--- config.mk ---
export PLATFORM = sky130hd
export DESIGN_NAME = vend_credit_fsm_flat
export DESIGN_NICKNAME = d
export VERILOG_FILES = /design/src/rtl/vend_credit_fsm_if.sv /design/src/rtl/vend_credit_fsm.sv /design/src/flat_wrapper.sv
export SDC_FILE = /design/constraint.sdc
export NUM_CORES = 1
export LEC_CHECK = 0
export CAP_MARGIN = 0
export CORE_MARGIN = 2
export CORE_UTILIZATION = 47
export DETAILED_ROUTE_END_ITERATION = 10
export GPL_TIMING_DRIVEN = 0
export PLACE_DENSITY = 0.74
export RECOVER_POWER = 100
export SLEW_MARGIN = 20
export SYNTH_ARGS = -nofsm -noshare
export SYNTH_HDL_FRONTEND = slang
export SYNTH_SLANG_ARGS = --single-unit
--- constraint.sdc ---
create_clock -name clk -period 2.6 [get_ports clk]
set_input_delay 0.52 -clock clk [delete_from_list [all_inputs] [get_ports clk]]
set_output_delay 0.52 -clock clk [all_outputs]
set_load 0.02 [all_outputs]
--- src/rtl/vend_credit_fsm_if.sv ---
// Coin/cancel inputs and credit/vend/change outputs of the credit controller.
// master = coin acceptor side, slave = vend_credit_fsm.
interface vend_credit_fsm_if;
  logic       coin_n;
  logic       coin_d;
  logic       coin_q;
  logic       cancel;
  logic [3:0] credit;
  logic       vend;
  logic [3:0] chg_code;
  logic       chg_valid;
  logic       coin_rej;

  modport master (
    output coin_n, coin_d, coin_q, cancel,
    input  credit, vend, chg_code, chg_valid, coin_rej
  );

  modport slave (
    input  coin_n, coin_d, coin_q, cancel,
    output credit, vend, chg_code, chg_valid, coin_rej
  );
endinterface

--- src/rtl/vend_credit_fsm.sv ---
// Vending credit controller: coins in nickels, vend, change/refund hold.
// Optional macro VEND_CANCEL_EN enables cancel/refund.
module vend_credit_fsm #(
  parameter int PRICE       = 7,
  parameter int VEND_CYCLES = 4,
  parameter int HOLD_CYCLES = 8
) (
  input logic        clk,
  input logic        reset_n,
  vend_credit_fsm_if.slave bus
);

  typedef enum logic [2:0] {
    IDLE,
    COLLECT,
    VEND,
    CHANGE,
    REFUND
  } state_t;

  localparam int MAXC =
    (VEND_CYCLES > HOLD_CYCLES) ? VEND_CYCLES : HOLD_CYCLES;
  localparam int CW = $clog2(MAXC + 1);
  localparam logic [3:0] PRICE4 = 4'(PRICE);
  localparam logic [CW-1:0] VEND_LAST = CW'(VEND_CYCLES - 1);
  localparam logic [CW-1:0] HOLD_LAST = CW'(HOLD_CYCLES - 1);

  state_t        state_q, state_d;
  logic [3:0]    credit_q, credit_d;
  logic [CW-1:0] cnt_q, cnt_d;
  logic          vend_q, vend_d;
  logic [3:0]    code_q, code_d;
  logic          valid_q, valid_d;
  logic          rej_q, rej_d;

  logic       any_coin;
  logic       multi;
  logic [3:0] coin_val;
  logic [3:0] sum;
  logic       cancel_ok;

`ifdef VEND_CANCEL_EN
  assign cancel_ok = bus.cancel;
`else
  logic unused_cancel;
  assign unused_cancel = bus.cancel;
  assign cancel_ok = 1'b0;
`endif

  assign any_coin = bus.coin_n | bus.coin_d | bus.coin_q;
  assign multi = (bus.coin_q & (bus.coin_d | bus.coin_n))
               | (bus.coin_d & bus.coin_n);

  // Highest-value coin wins; the rest are returned.
  always_comb begin
    coin_val = 4'd0;
    if (bus.coin_q)
      coin_val = 4'd5;
    else if (bus.coin_d)
      coin_val = 4'd2;
    else if (bus.coin_n)
      coin_val = 4'd1;
  end

  assign sum = credit_q + coin_val;

  // Next-state and next registered outputs.
  always_comb begin
    state_d  = state_q;
    credit_d = credit_q;
    cnt_d    = cnt_q;
    vend_d   = vend_q;
    code_d   = code_q;
    valid_d  = valid_q;
    rej_d    = any_coin;
    unique case (state_q)
      IDLE: begin
        rej_d = multi;
        if (any_coin) begin
          credit_d = sum;
          cnt_d    = '0;
          if (sum >= PRICE4) begin
            state_d = VEND;
            vend_d  = 1'b1;
          end else begin
            state_d = COLLECT;
          end
        end
      end
      COLLECT: begin
        rej_d    = multi;
        credit_d = sum;
        cnt_d    = '0;
        if (sum >= PRICE4) begin
          state_d = VEND;
          vend_d  = 1'b1;
        end else if (cancel_ok) begin
          state_d = REFUND;
          valid_d = 1'b1;
          code_d  = sum;
        end
      end
      VEND: begin
        if (cnt_q == VEND_LAST) begin
          state_d = CHANGE;
          vend_d  = 1'b0;
          valid_d = 1'b1;
          code_d  = credit_q - PRICE4;
          cnt_d   = '0;
        end else begin
          cnt_d = cnt_q + 1'b1;
        end
      end
      CHANGE, REFUND: begin
        if (cnt_q == HOLD_LAST) begin
          state_d  = IDLE;
          credit_d = 4'd0;
          valid_d  = 1'b0;
          code_d   = 4'd0;
          cnt_d    = '0;
        end else begin
          cnt_d = cnt_q + 1'b1;
        end
      end
      default: begin
        state_d = IDLE;
      end
    endcase
  end

  // State and output registers with synchronous reset.
  always_ff @(posedge clk) begin
    if (!reset_n) begin
      state_q  <= IDLE;
      credit_q <= 4'd0;
      cnt_q    <= '0;
      vend_q   <= 1'b0;
      code_q   <= 4'd0;
      valid_q  <= 1'b0;
      rej_q    <= 1'b0;
    end else begin
      state_q  <= state_d;
      credit_q <= credit_d;
      cnt_q    <= cnt_d;
      vend_q   <= vend_d;
      code_q   <= code_d;
      valid_q  <= valid_d;
      rej_q    <= rej_d;
    end
  end

  assign bus.credit    = credit_q;
  assign bus.vend      = vend_q;
  assign bus.chg_code  = code_q;
  assign bus.chg_valid = valid_q;
  assign bus.coin_rej  = rej_q;

endmodule
--- src/flat_wrapper.sv ---
// flat-port wrapper written by rule: the top's interface ports become plain ports
module vend_credit_fsm_flat 
#(
  parameter int PRICE       = 7,
  parameter int VEND_CYCLES = 4,
  parameter int HOLD_CYCLES = 8
)
  (clk, reset_n, bus_coin_n, bus_coin_d, bus_coin_q, bus_cancel, bus_credit, bus_vend, bus_chg_code, bus_chg_valid, bus_coin_rej);
  vend_credit_fsm_if bus_i ();
  input logic clk;
  input logic reset_n;
  input wire logic [$bits(bus_i.coin_n)-1:0] bus_coin_n;
  input wire logic [$bits(bus_i.coin_d)-1:0] bus_coin_d;
  input wire logic [$bits(bus_i.coin_q)-1:0] bus_coin_q;
  input wire logic [$bits(bus_i.cancel)-1:0] bus_cancel;
  output wire logic [$bits(bus_i.credit)-1:0] bus_credit;
  output wire logic [$bits(bus_i.vend)-1:0] bus_vend;
  output wire logic [$bits(bus_i.chg_code)-1:0] bus_chg_code;
  output wire logic [$bits(bus_i.chg_valid)-1:0] bus_chg_valid;
  output wire logic [$bits(bus_i.coin_rej)-1:0] bus_coin_rej;
  assign bus_i.coin_n = bus_coin_n;
  assign bus_i.coin_d = bus_coin_d;
  assign bus_i.coin_q = bus_coin_q;
  assign bus_i.cancel = bus_cancel;
  assign bus_credit = bus_i.credit;
  assign bus_vend = bus_i.vend;
  assign bus_chg_code = bus_i.chg_code;
  assign bus_chg_valid = bus_i.chg_valid;
  assign bus_coin_rej = bus_i.coin_rej;
  vend_credit_fsm #(.PRICE(PRICE), .VEND_CYCLES(VEND_CYCLES), .HOLD_CYCLES(HOLD_CYCLES)) u_core (.clk(clk), .reset_n(reset_n), .bus(bus_i));
endmodule
# Word-level counts from Yosys, hierarchy flattened
# Index checks and enable logic that the tools add are counted.
# classes
add_sub_neg	3
magnitude_cmp	1
eq_ne	10
muxes	26
bitwise_logic	5
n_reduce_logical	12
# ops
op	count
4-bit 2-to-1 mux	6
4-bit one-hot mux with 4 select lines	1
3-bit 2-to-1 mux	5
3-bit one-hot mux with 4 select lines	1
4-bit one-hot mux with 3 select lines	1
3-bit AND reduction	3
2-bit by 1-bit inequality test with 1-bit output (second input constant)	4
4-bit one-hot mux with 2 select lines	1
1-bit 2-to-1 mux	7
3-bit by 2-bit equality test with 1-bit output (second input constant)	2
3-bit nonzero test	2
4-bit by 1-bit adder with 4-bit output (second input constant)	1
4-bit by 3-bit adder with 4-bit output	1
4-bit by 2-bit equality test with 1-bit output (second input constant)	1
4-bit by 3-bit equality test with 1-bit output (second input constant)	1
4-bit by 3-bit >= comparator with 1-bit output (second input constant)	1
2-bit 2-to-1 mux	2
4-bit AND reduction	1
4-bit nonzero test	1
2-bit OR reduction	2
4-bit by 3-bit subtractor with 4-bit output (second input constant)	1
3-bit by 1-bit equality test with 1-bit output (second input constant)	1
3-bit equality test (second input constant)	1
3-bit zero test	1
6 further kinds	9
# totals
ff_bits	18
input_bits	6
wordCells	64

# Depth between registers and ports, before layout
# Gate-level depths: netlist (run 1).
# depth
ltp_word	8
ltp_mapped	9
depth_no_buf	9

# Least setup slack after synthesis (run 1)
# OpenSTA, ideal clock, no wires.
# synth_path
kind	input -> register
start	input bus_coin_d
end	register u_core.state_q[1]
setup_ns	0.074
arrival_time_ns	2.418
required_ns	2.526
path_slack_ns	0.107
cell_stages	9
cell_sequence	inv_1 -> a21o_1 -> ha_1 -> fa_1 -> and4b_4 -> a2111oi_4 -> nand4_1 -> a211o_1 -> o21ai_0
# synth_via
elab_chain_len	7
# synth_rtl
element	line	source
start, declared	flat_wrapper.sv:13	input wire logic [$bits(bus_i.coin_d)-1:0] bus_coin_d;
2-bit 2-to-1 mux	vend_credit_fsm.sv:59	else if (bus.coin_d)
3-bit 2-to-1 mux	vend_credit_fsm.sv:57	if (bus.coin_q)
4-bit by 3-bit adder with 4-bit output	vend_credit_fsm.sv:65	assign sum = credit_q + coin_val;
4-bit by 3-bit >= comparator with 1-bit output	vend_credit_fsm.sv:82, vend_credit_fsm.sv:94	
2-bit 2-to-1 mux	vend_credit_fsm.sv:82	if (sum >= PRICE4) begin
3-bit 2-to-1 mux	vend_credit_fsm.sv:79	if (any_coin) begin
3-bit one-hot mux with 4 select lines	vend_credit_fsm.sv:76	unique case (state_q)
end signal, assigned	vend_credit_fsm.sv:142	state_q <= state_d;
end, declared	vend_credit_fsm.sv:28	state_t state_q, state_d;
# Parallel ways exist; a longest one is shown, timed or not. The select of a mux whose other input is x is not followed.
# A chain may end at the register's enable or synchronous reset.

# Worst setup path in the final report (run 1)
# layout_path
start	input bus_coin_d
end	register u_core.vend_q, in the netlist u_core.bus.vend
# layout_via
elab_chain_len	7
# layout_rtl
element	line	source
2-bit 2-to-1 mux	vend_credit_fsm.sv:59	
3-bit 2-to-1 mux	vend_credit_fsm.sv:57	
4-bit by 3-bit adder with 4-bit output	vend_credit_fsm.sv:65	
4-bit by 3-bit >= comparator with 1-bit output	vend_credit_fsm.sv:82, vend_credit_fsm.sv:94	
1-bit 2-to-1 mux (2 in a row)	--	
1-bit one-hot mux with 3 select lines	--	
end signal, assigned	vend_credit_fsm.sv:145	vend_q <= vend_d;
end, declared	vend_credit_fsm.sv:31	logic vend_q, vend_d;
# Parallel ways exist; a longest one is shown, timed or not. The select of a mux whose other input is x is not followed.

==> results.txt, run 1 <==
Startpoint Class = primary input
synthesis-stage register bit count = 17
timing startpoint of the critical path = bus_coin_d
Placed Instance Area = 1225 sq um
# diodes = 0
worst-skew pair later-pin latency = 0.29 ns
slew at the pin closest to its max-slew limit = 0.7507 ns
routed vias/inst = 5.599
maximum clock insertion buffer count = 2
total power per unit cell area = 895.0 nW/um^2
clock skew after layout = 0.005295 ns
Ys Warns = 0
horizontal die dimension = 51.04 microns
outcome = complete, no violations
clock transition at the registers of the reported paths = 0.11 ns
largest net degree at the start of global routing = 11
cell types with the largest area share after synthesis = sky130_fd_sc_hd__dfxtp_1 (33%), sky130_fd_sc_hd__ha_1 (11%), sky130_fd_sc_hd__nor2_1 (6.1%)
proportion of power drawn by the clock network = 13.1%
maximum capacitance violations = 0
R2R Path End = u_core.bus.vend
max-slew violation count = 0
via count of the first global-routing pass = 833
total routed wirelength = 2064 microns
average cell area after synthesis = 8.887 sq um
critical path data required time = 2.79 ns
part of the total power dissipated in combinational logic = 54.4%
final routed wire length divided by cell count = 12.36 microns
Detailed Routing Iterations Pass 1 = 4
FP Rows = 17
Die Outline Area = 2605 sq um
placeable core area = 2148 sq um
dominant register cell in the synthesized netlist = sky130_fd_sc_hd__dfxtp_1
ordered cell list for the critical path = clkbuf_2 > inv_1 > a21o_1 > ha_2 > fa_1 > and4b_4 > a2111oi_4 > nand3_1 > buf_4 > o21ai_0 > nor2_1
critical path data arrival time = 2.65 ns
leakage power of the design = 0.0005374 uW
share of Yosys cell area claimed by the top area cell type = 32.73%
element type at the critical path end = register
Post-layout nets = 156
number of nets with antenna violations after detailed routing = 0
flip-flop and latch area = 340.3 sq um
Root Buffer Master = sky130_fd_sc_hd__clkbuf_4
proportion of layout cells with a drive suffix above 1 = 12.23%
number of vias after detailed routing = 935
number of hold-repair buffers added at the cts stage = 0
post-synthesis cell type count = 36
Final Critical Period = 2.458 ns
total number of clock tree sinks = 17
IO buf count = 15
remaining routing DRC violations = 0
Post-Syn Nets = 133
master of the slowest instance on the critical path = sky130_fd_sc_hd__fa_1
cell count of the worst reg-to-reg path = 8
internal power summed over all cells = 658.3 uW
RSZ-0062 raised after global routing = false
switching share of power = 41.62%
CTS tree = built
die boundary height = 51.04 microns
DRC violation total after the first TritonRoute iteration = 24
Multi-input gate area = 665.6 sq um
half-perimeter wire length after detailed placement = 1568 microns
Post-Syn Instances = 117
worst hold path type = register to register
post-synth design cell area = 1040 sq um
maximum ir drop on the vdd rail = 0.5391 mV
register area share after synthesis = 32.73%
antenna violations before repair = 0
global-route wire length before repair = 3670 microns
top-level port count = 17
starting density of the core = 48.40%
r2r startpoint = u_core.bus.credit[0]
signed area change from the synthesized netlist to the final layout = 21.18%
Final GP Congestion = 0.8382
TritonCTS buffer count = 3
highest attainable clock frequency = 406.8 MHz
Filler cells = 202
Overall Global Routing Usage = 18.25%
capturing instance or port of the critical path = u_core.bus.vend
final instance area = 1260 sq um
headroom to the max-slew limit = 49.25%
maximum single-stage delay on the critical path = 0.46 ns
type of the worst setup path = primary input to register
r2r setup slk = 0.21 ns
leading post-synthesis cells by instance count = sky130_fd_sc_hd__dfxtp_1 (17), sky130_fd_sc_hd__nor2_1 (17), sky130_fd_sc_hd__a21oi_1 (9), sky130_fd_sc_hd__ha_1 (9), sky130_fd_sc_hd__inv_1 (7)
share of the clock period used by the worst path = 94.55%
net switching power of the design = 469.3 uW
number of synthesized flops with an enable pin = 0
worst hold margin = 0.4936 ns
final setup vio count = 0
worst-path fanout max = 3
share of flip-flops with an asynchronous set or reset = 0%
register share of total power = 32.4%
Hold Violations, Final = 0
Util after Layout = 58.65%
remaining global-route overflow = 0
top cell type by total area after synthesis = sky130_fd_sc_hd__dfxtp_1
H-tree levels = 1
==> power groups by stage <==
stage,clock network (uW),registers (uW),logic [uW]
final,148,366,614
after global routing,164,375,682
after CTS,151,368,615
after detailed placement,0,373,572
after global placement,0,371,557
after floorplan,0,398,391
==> layer usage <==
layer  share of wire, %  vias to the layer above  global-route usage [%]
met5                  0                        -                       0
met4               0.68                        0                   6.757
met2                 44                       13                   27.27
li1                   -                      477                       -
met1                 52                      443                   26.52
met3                3.0                        2                   2.632
==> critical path, delay by kind of cell <==
kind,cells,cell delay [ns]
simple gates,3,0.47
fa+ha+maj,2,0.64
buf+inv,3,0.34
compound gates,3,0.68
==> cell type report <==
| class | count | area share, % |
|---|---|---|
| plain buffers | 2 | 0.5958 |
| well taps | 28 | 2.781 |
| flip-flops and latches | 17 | 27.01 |
| repair buffers | 18 | 12.51 |
| clock buffers | 3 | 1.787 |
| clock inverters | 1 | 0.3972 |
| inverters | 7 | 2.085 |
| multi-input cells | 91 | 52.83 |
==> metrics by stage <==
step                      instances  setup TNS, ns  total power [uW]  setup WS [ns]
after CTS                       166              0              1134       0.003880
final                           167              0              1128         0.1417
after global placement          160         -1.543             928.0        -0.5654
after global routing            167              0              1221        0.02857
after detailed placement        160         -1.689             945.4        -0.6151
after floorplan                 117              0             788.3         0.1074
==> worst min-delay path by stage <==
| stage | to | depth (start not counted) | start |
|---|---|---|---|
| after floorplan | u_core.cnt_q[3] | 2 | u_core.cnt_q[3] |
| after global placement | u_core.bus.chg_code[0] | 2 | u_core.bus.chg_code[0] |
| after detailed placement | u_core.bus.chg_code[0] | 2 | u_core.bus.chg_code[0] |
| after CTS | u_core.bus.chg_code[0] | 2 | u_core.bus.chg_code[0] |
| after global routing | u_core.bus.coin_rej | 3 | bus_coin_d |
| final | u_core.bus.chg_code[0] | 2 | u_core.bus.chg_code[0] |
==> repair_timing <==
action / in CTS / in global routing
setup endpoints to repair: 3 / 3
resized for setup: 9 / 4
pin swaps: 7 / 4
buffers inserted: 2 / 1
==> cells by family after synthesis <==
kind of cell / count (synthesis) / share of synthesized area [%]
AND/OR/NAND/NOR: 42 / 22.98
AO/OA/AOI/OAI: 33 / 22.74
flip-flops: 17 / 32.73
adder cells (fa/ha/maj): 11 / 13.72
buffers and inverters: 9 / 3.369
XOR/XNOR: 4 / 3.370
multiplexers: 1 / 1.083
==> placed cells by master, fill, tap and decap left out, types with 2 or more instances in the layout <==
master / Yosys / layout
sky130_fd_sc_hd__o21ai_0: 6 / 6
sky130_fd_sc_hd__nand2b_1: 2 / 2
sky130_fd_sc_hd__clkbuf_1: 1 / 2
sky130_fd_sc_hd__xnor2_1: 2 / 2
sky130_fd_sc_hd__nor2b_1: 4 / 4
sky130_fd_sc_hd__a21o_1: 2 / 2
sky130_fd_sc_hd__xor2_1: 2 / 2
sky130_fd_sc_hd__dfxtp_1: 17 / 17
sky130_fd_sc_hd__a21oi_1: 9 / 9
sky130_fd_sc_hd__a211oi_1: 3 / 3
sky130_fd_sc_hd__nand3_1: 4 / 4
sky130_fd_sc_hd__buf_4: 0 / 3
sky130_fd_sc_hd__clkbuf_2: 0 / 2
sky130_fd_sc_hd__nand4_1: 2 / 2
sky130_fd_sc_hd__ha_1: 9 / 8
sky130_fd_sc_hd__inv_1: 7 / 7
sky130_fd_sc_hd__nor2_1: 17 / 17
sky130_fd_sc_hd__a22oi_1: 6 / 6
sky130_fd_sc_hd__dlygate4sd3_1: 0 / 11
sky130_fd_sc_hd__clkbuf_4: 0 / 3
sky130_fd_sc_hd__nor3_1: 4 / 4
sky130_fd_sc_hd__o22ai_1: 1 / 2
==> sequential cells by signal, indices dropped and copies added, names as in the netlist <==
register / flops
u_core.bus.chg_code: 4
u_core.bus.chg_valid: 1
u_core.bus.coin_rej: 1
u_core.bus.credit: 4
u_core.bus.vend: 1
u_core.cnt_q: 4
u_core.state_q: 2
(Power assumes the default switching activity.)
==> inputs of run 2 (changes only) <==
--- a/config.mk
+++ b/config.mk
@@ -11,7 +11,7 @@
 export DETAILED_ROUTE_END_ITERATION = 10
 export GPL_TIMING_DRIVEN = 0
 export PLACE_DENSITY = 0.74
-export RECOVER_POWER = 100
+export RECOVER_POWER = 50
 export SLEW_MARGIN = 20
 export SYNTH_ARGS = -nofsm -noshare
 export SYNTH_HDL_FRONTEND = slang
==> results.txt, run 2 (synthesized netlist as in run 1, its figures left out) <==
TritonCTS buffer count = 3 (unchanged)
placeable core area = 2148 sq um (unchanged)
Post-Layout Cell Count = 167 (unchanged)
master of the slowest instance on the critical path = sky130_fd_sc_hd__fa_1
Final GP Congestion = 0.8382 (unchanged)
most frequent cells in the layout = sky130_fd_sc_hd__nor2_1 (17), sky130_fd_sc_hd__dfxtp_1 (17), sky130_fd_sc_hd__dlygate4sd3_1 (10), sky130_fd_sc_hd__a21oi_1 (9), sky130_fd_sc_hd__ha_1 (8)
net switching power of the design = 472.5 uW (+0.69%)
setup slack at placement = -0.6151 ns (unchanged)
RSZ-0062 raised after global routing = false
CTS tree = built
FP Rows = 17 (unchanged)
DRC violation total after the first TritonRoute iteration = 28 (+17%)
Root Buffer Master = sky130_fd_sc_hd__clkbuf_4
antenna violations before repair = 0 (unchanged)
final routed wire length divided by cell count = 12.29 microns (-0.53%)
via count of the first global-routing pass = 833 (unchanged)
H-tree levels = 1 (unchanged)
proportion of power drawn by the clock network = 13.1% (about the same)
Final Critical Period = 2.469 ns (+0.01049 ns)
clock transition at the registers of the reported paths = 0.11 ns (about the same)
largest net degree at the start of global routing = 11 (unchanged)
Multi-input gate area = 676.9 sq um (+1.7%)
Post-layout nets = 156 (unchanged)
total number of clock tree sinks = 17 (unchanged)
IO buf count = 15 (unchanged)
proportion of layout cells with a drive suffix above 1 = 13.67% (+1.4 points)
element type at the critical path end = register
top-level port count = 17 (unchanged)
critical path data arrival time = 2.69 ns (+0.04 ns)
remaining routing DRC violations = 0 (unchanged)
Filler cells = 200 (-0.99%)
leakage power of the design = 0.0005410 uW (+0.68%)
horizontal die dimension = 51.04 microns (unchanged)
final setup vio count = 0 (unchanged)
critical path data required time = 2.82 ns (+0.03 ns)
total routed wirelength = 2053 microns (-0.53%)
flip-flop and latch area = 340.3 sq um (unchanged)
starting density of the core = 48.40% (unchanged)
Overall Global Routing Usage = 18.25% (unchanged)
routed vias/inst = 5.461 (-2.5%)
maximum clock insertion buffer count = 2 (unchanged)
share of the clock period used by the worst path = 94.95% (+0.40 points)
remaining global-route overflow = 0 (unchanged)
max-slew violation count = 0 (unchanged)
worst hold path type = register to register
global-route wire length before repair = 3670 microns (unchanged)
maximum capacitance violations = 0 (unchanged)
type of the worst setup path = primary input to register
post-layout worst setup margin = 0.1312 ns (-0.01049 ns)
number of nets with antenna violations after detailed routing = 0 (unchanged)
Crit path depth = 10 (-1)
die boundary height = 51.04 microns (unchanged)
headroom to the max-slew limit = 49.24% (about the same)
timing startpoint of the critical path = bus_coin_d
total power per unit cell area = 895.7 nW/um^2 (about the same)
number of hold-repair buffers added at the cts stage = 0 (unchanged)
outcome = complete, no violations
dominant delay contributor by cell family on the critical path = compound AO/OA/AOI/OAI gates
worst-path fanout max = 3 (unchanged)
internal power summed over all cells = 666.1 uW (+1.2%)
highest attainable clock frequency = 405.1 MHz (-0.42%)
Placed Cells incl. Taps = 160 (unchanged)
Detailed Routing Iterations Pass 1 = 3 (-1)
slew at the pin closest to its max-slew limit = 0.7508 ns (+0.00008595 ns)
number of vias after detailed routing = 912 (-2.5%)
number of buffers and inverters on the critical path = 2 (-1)
Placed Instance Area = 1225 sq um (unchanged)
Setup TNS = 0 ns (unchanged)
Die Outline Area = 2605 sq um (unchanged)
maximum single-stage delay on the critical path = 0.46 ns (about the same)
Startpoint Class = primary input
half-perimeter wire length after detailed placement = 1568 microns (unchanged)
signed area change from the synthesized netlist to the final layout = 22.26%
ordered cell list for the critical path = clkbuf_2 > inv_1 > a21o_1 > ha_2 > fa_1 > and4b_4 > a2111oi_4 > nand4_1 > a211o_1 > o21ai_0
capturing instance or port of the critical path = u_core.state_q[1]
worst-skew pair later-pin latency = 0.29 ns (about the same)
r2r startpoint = u_core.bus.credit[0]
part of the total power dissipated in combinational logic = 54.8% (+0.4 points)
Hold Violations, Final = 0 (unchanged)
clock skew after layout = 0.007278 ns (+0.001983 ns)
switching share of power = 41.50% (-0.12 points)
maximum ir drop on the vdd rail = 0.5444 mV (+0.97%)
# diodes = 0 (unchanged)
R2R Path End = u_core.state_q[1]
final instance area = 1271 sq um (+0.89%)
register share of total power = 32.1% (-0.3 points)
r2r setup slk = 0.20 ns (about the same)
cell count of the worst reg-to-reg path = 7 (-1)
==> run 2: final cells by class <==
| cell class | instances | share of cell area (%) |
|---|---|---|
| inverter | 7 | 2.067 |
| sequential | 17 | 26.77 |
| multi-input combinational | 91 | 53.25 |
| tap | 28 | 2.756 |
| timing repair buffer | 18 | 12.40 |
| clock buffer | 3 | 1.772 |
| buffer | 2 | 0.5906 |
| clock inverter | 1 | 0.3937 |
==> run 2: worst min path at each step <==
stage,cells after the start,endpoint,slack (ns),start
floorplan,2,u_core.cnt_q[3],0.47,u_core.cnt_q[3]
global placement,2,u_core.bus.chg_code[0],0.47,u_core.bus.chg_code[0]
detailed placement,2,u_core.bus.chg_code[0],0.48,u_core.bus.chg_code[0]
CTS,2,u_core.bus.chg_code[0],0.50,u_core.bus.chg_code[0]
global route,3,u_core.bus.coin_rej,0.52,bus_coin_d
finish,2,u_core.bus.chg_code[0],0.49,u_core.bus.chg_code[0]
==> run 2: repair_timing <==
item,in CTS,in global routing
buffers inserted,2,1
pin swaps,7,4
endpoints found under the setup margin,3,3
resized for setup,9,4
hold endpoints to repair,0,0
==> run 2: power by group through the flow <==
stage          sequential [uW]  combinational, uW  clock, uW
2_1_floorplan              398                391          0
3_3_place_gp               371                557          0
3_5_place_dp               373                572          0
4_1_cts                    368                615        151
5_1_grt                    375                694        164
6_report                   366                624        149
==> run 2: through the flow <==
stage / util (%) / power [uW] / hold slack [ns]
after floorplan: - / 788.3 / 0.4652
after global placement: 57.02 / 928.0 / 0.4717
after detailed placement: 57.02 / 945.4 / 0.4772
after CTS: 59.41 / 1134 / 0.5046
after global routing: 59.17 / 1233 / 0.5198
final: 59.17 / 1139 / 0.4941
==> run 2: worst reg2reg max path, delay by kind of cell (launching register included) <==
family | cells | cell delay, ns
adders and majority gates | 2 | 0.67
DFF | 1 | 0.46
AOI/OAI and AO/OA | 3 | 0.76
and+or+nand+nor | 2 | 0.44
==> run 2: layer usage <==
metal  share of wire (%)  track usage (%)
met3                 2.1            2.632
met2                  45            27.27
met1                  52            26.52
met4                0.68            6.757
met5                   0                0
==> inputs of run 3 (changes only) <==
--- a/config.mk
+++ b/config.mk
@@ -8,7 +8,9 @@
 export CAP_MARGIN = 0
 export CORE_MARGIN = 2
 export CORE_UTILIZATION = 47
+export CTS_CLUSTER_SIZE = 16
 export DETAILED_ROUTE_END_ITERATION = 10
+export GPL_ROUTABILITY_DRIVEN = 0
 export GPL_TIMING_DRIVEN = 0
 export PLACE_DENSITY = 0.74
 export RECOVER_POWER = 50
==> results of run 3 <==
No change in the layout: final DEF, timing and power equal those of run 2.
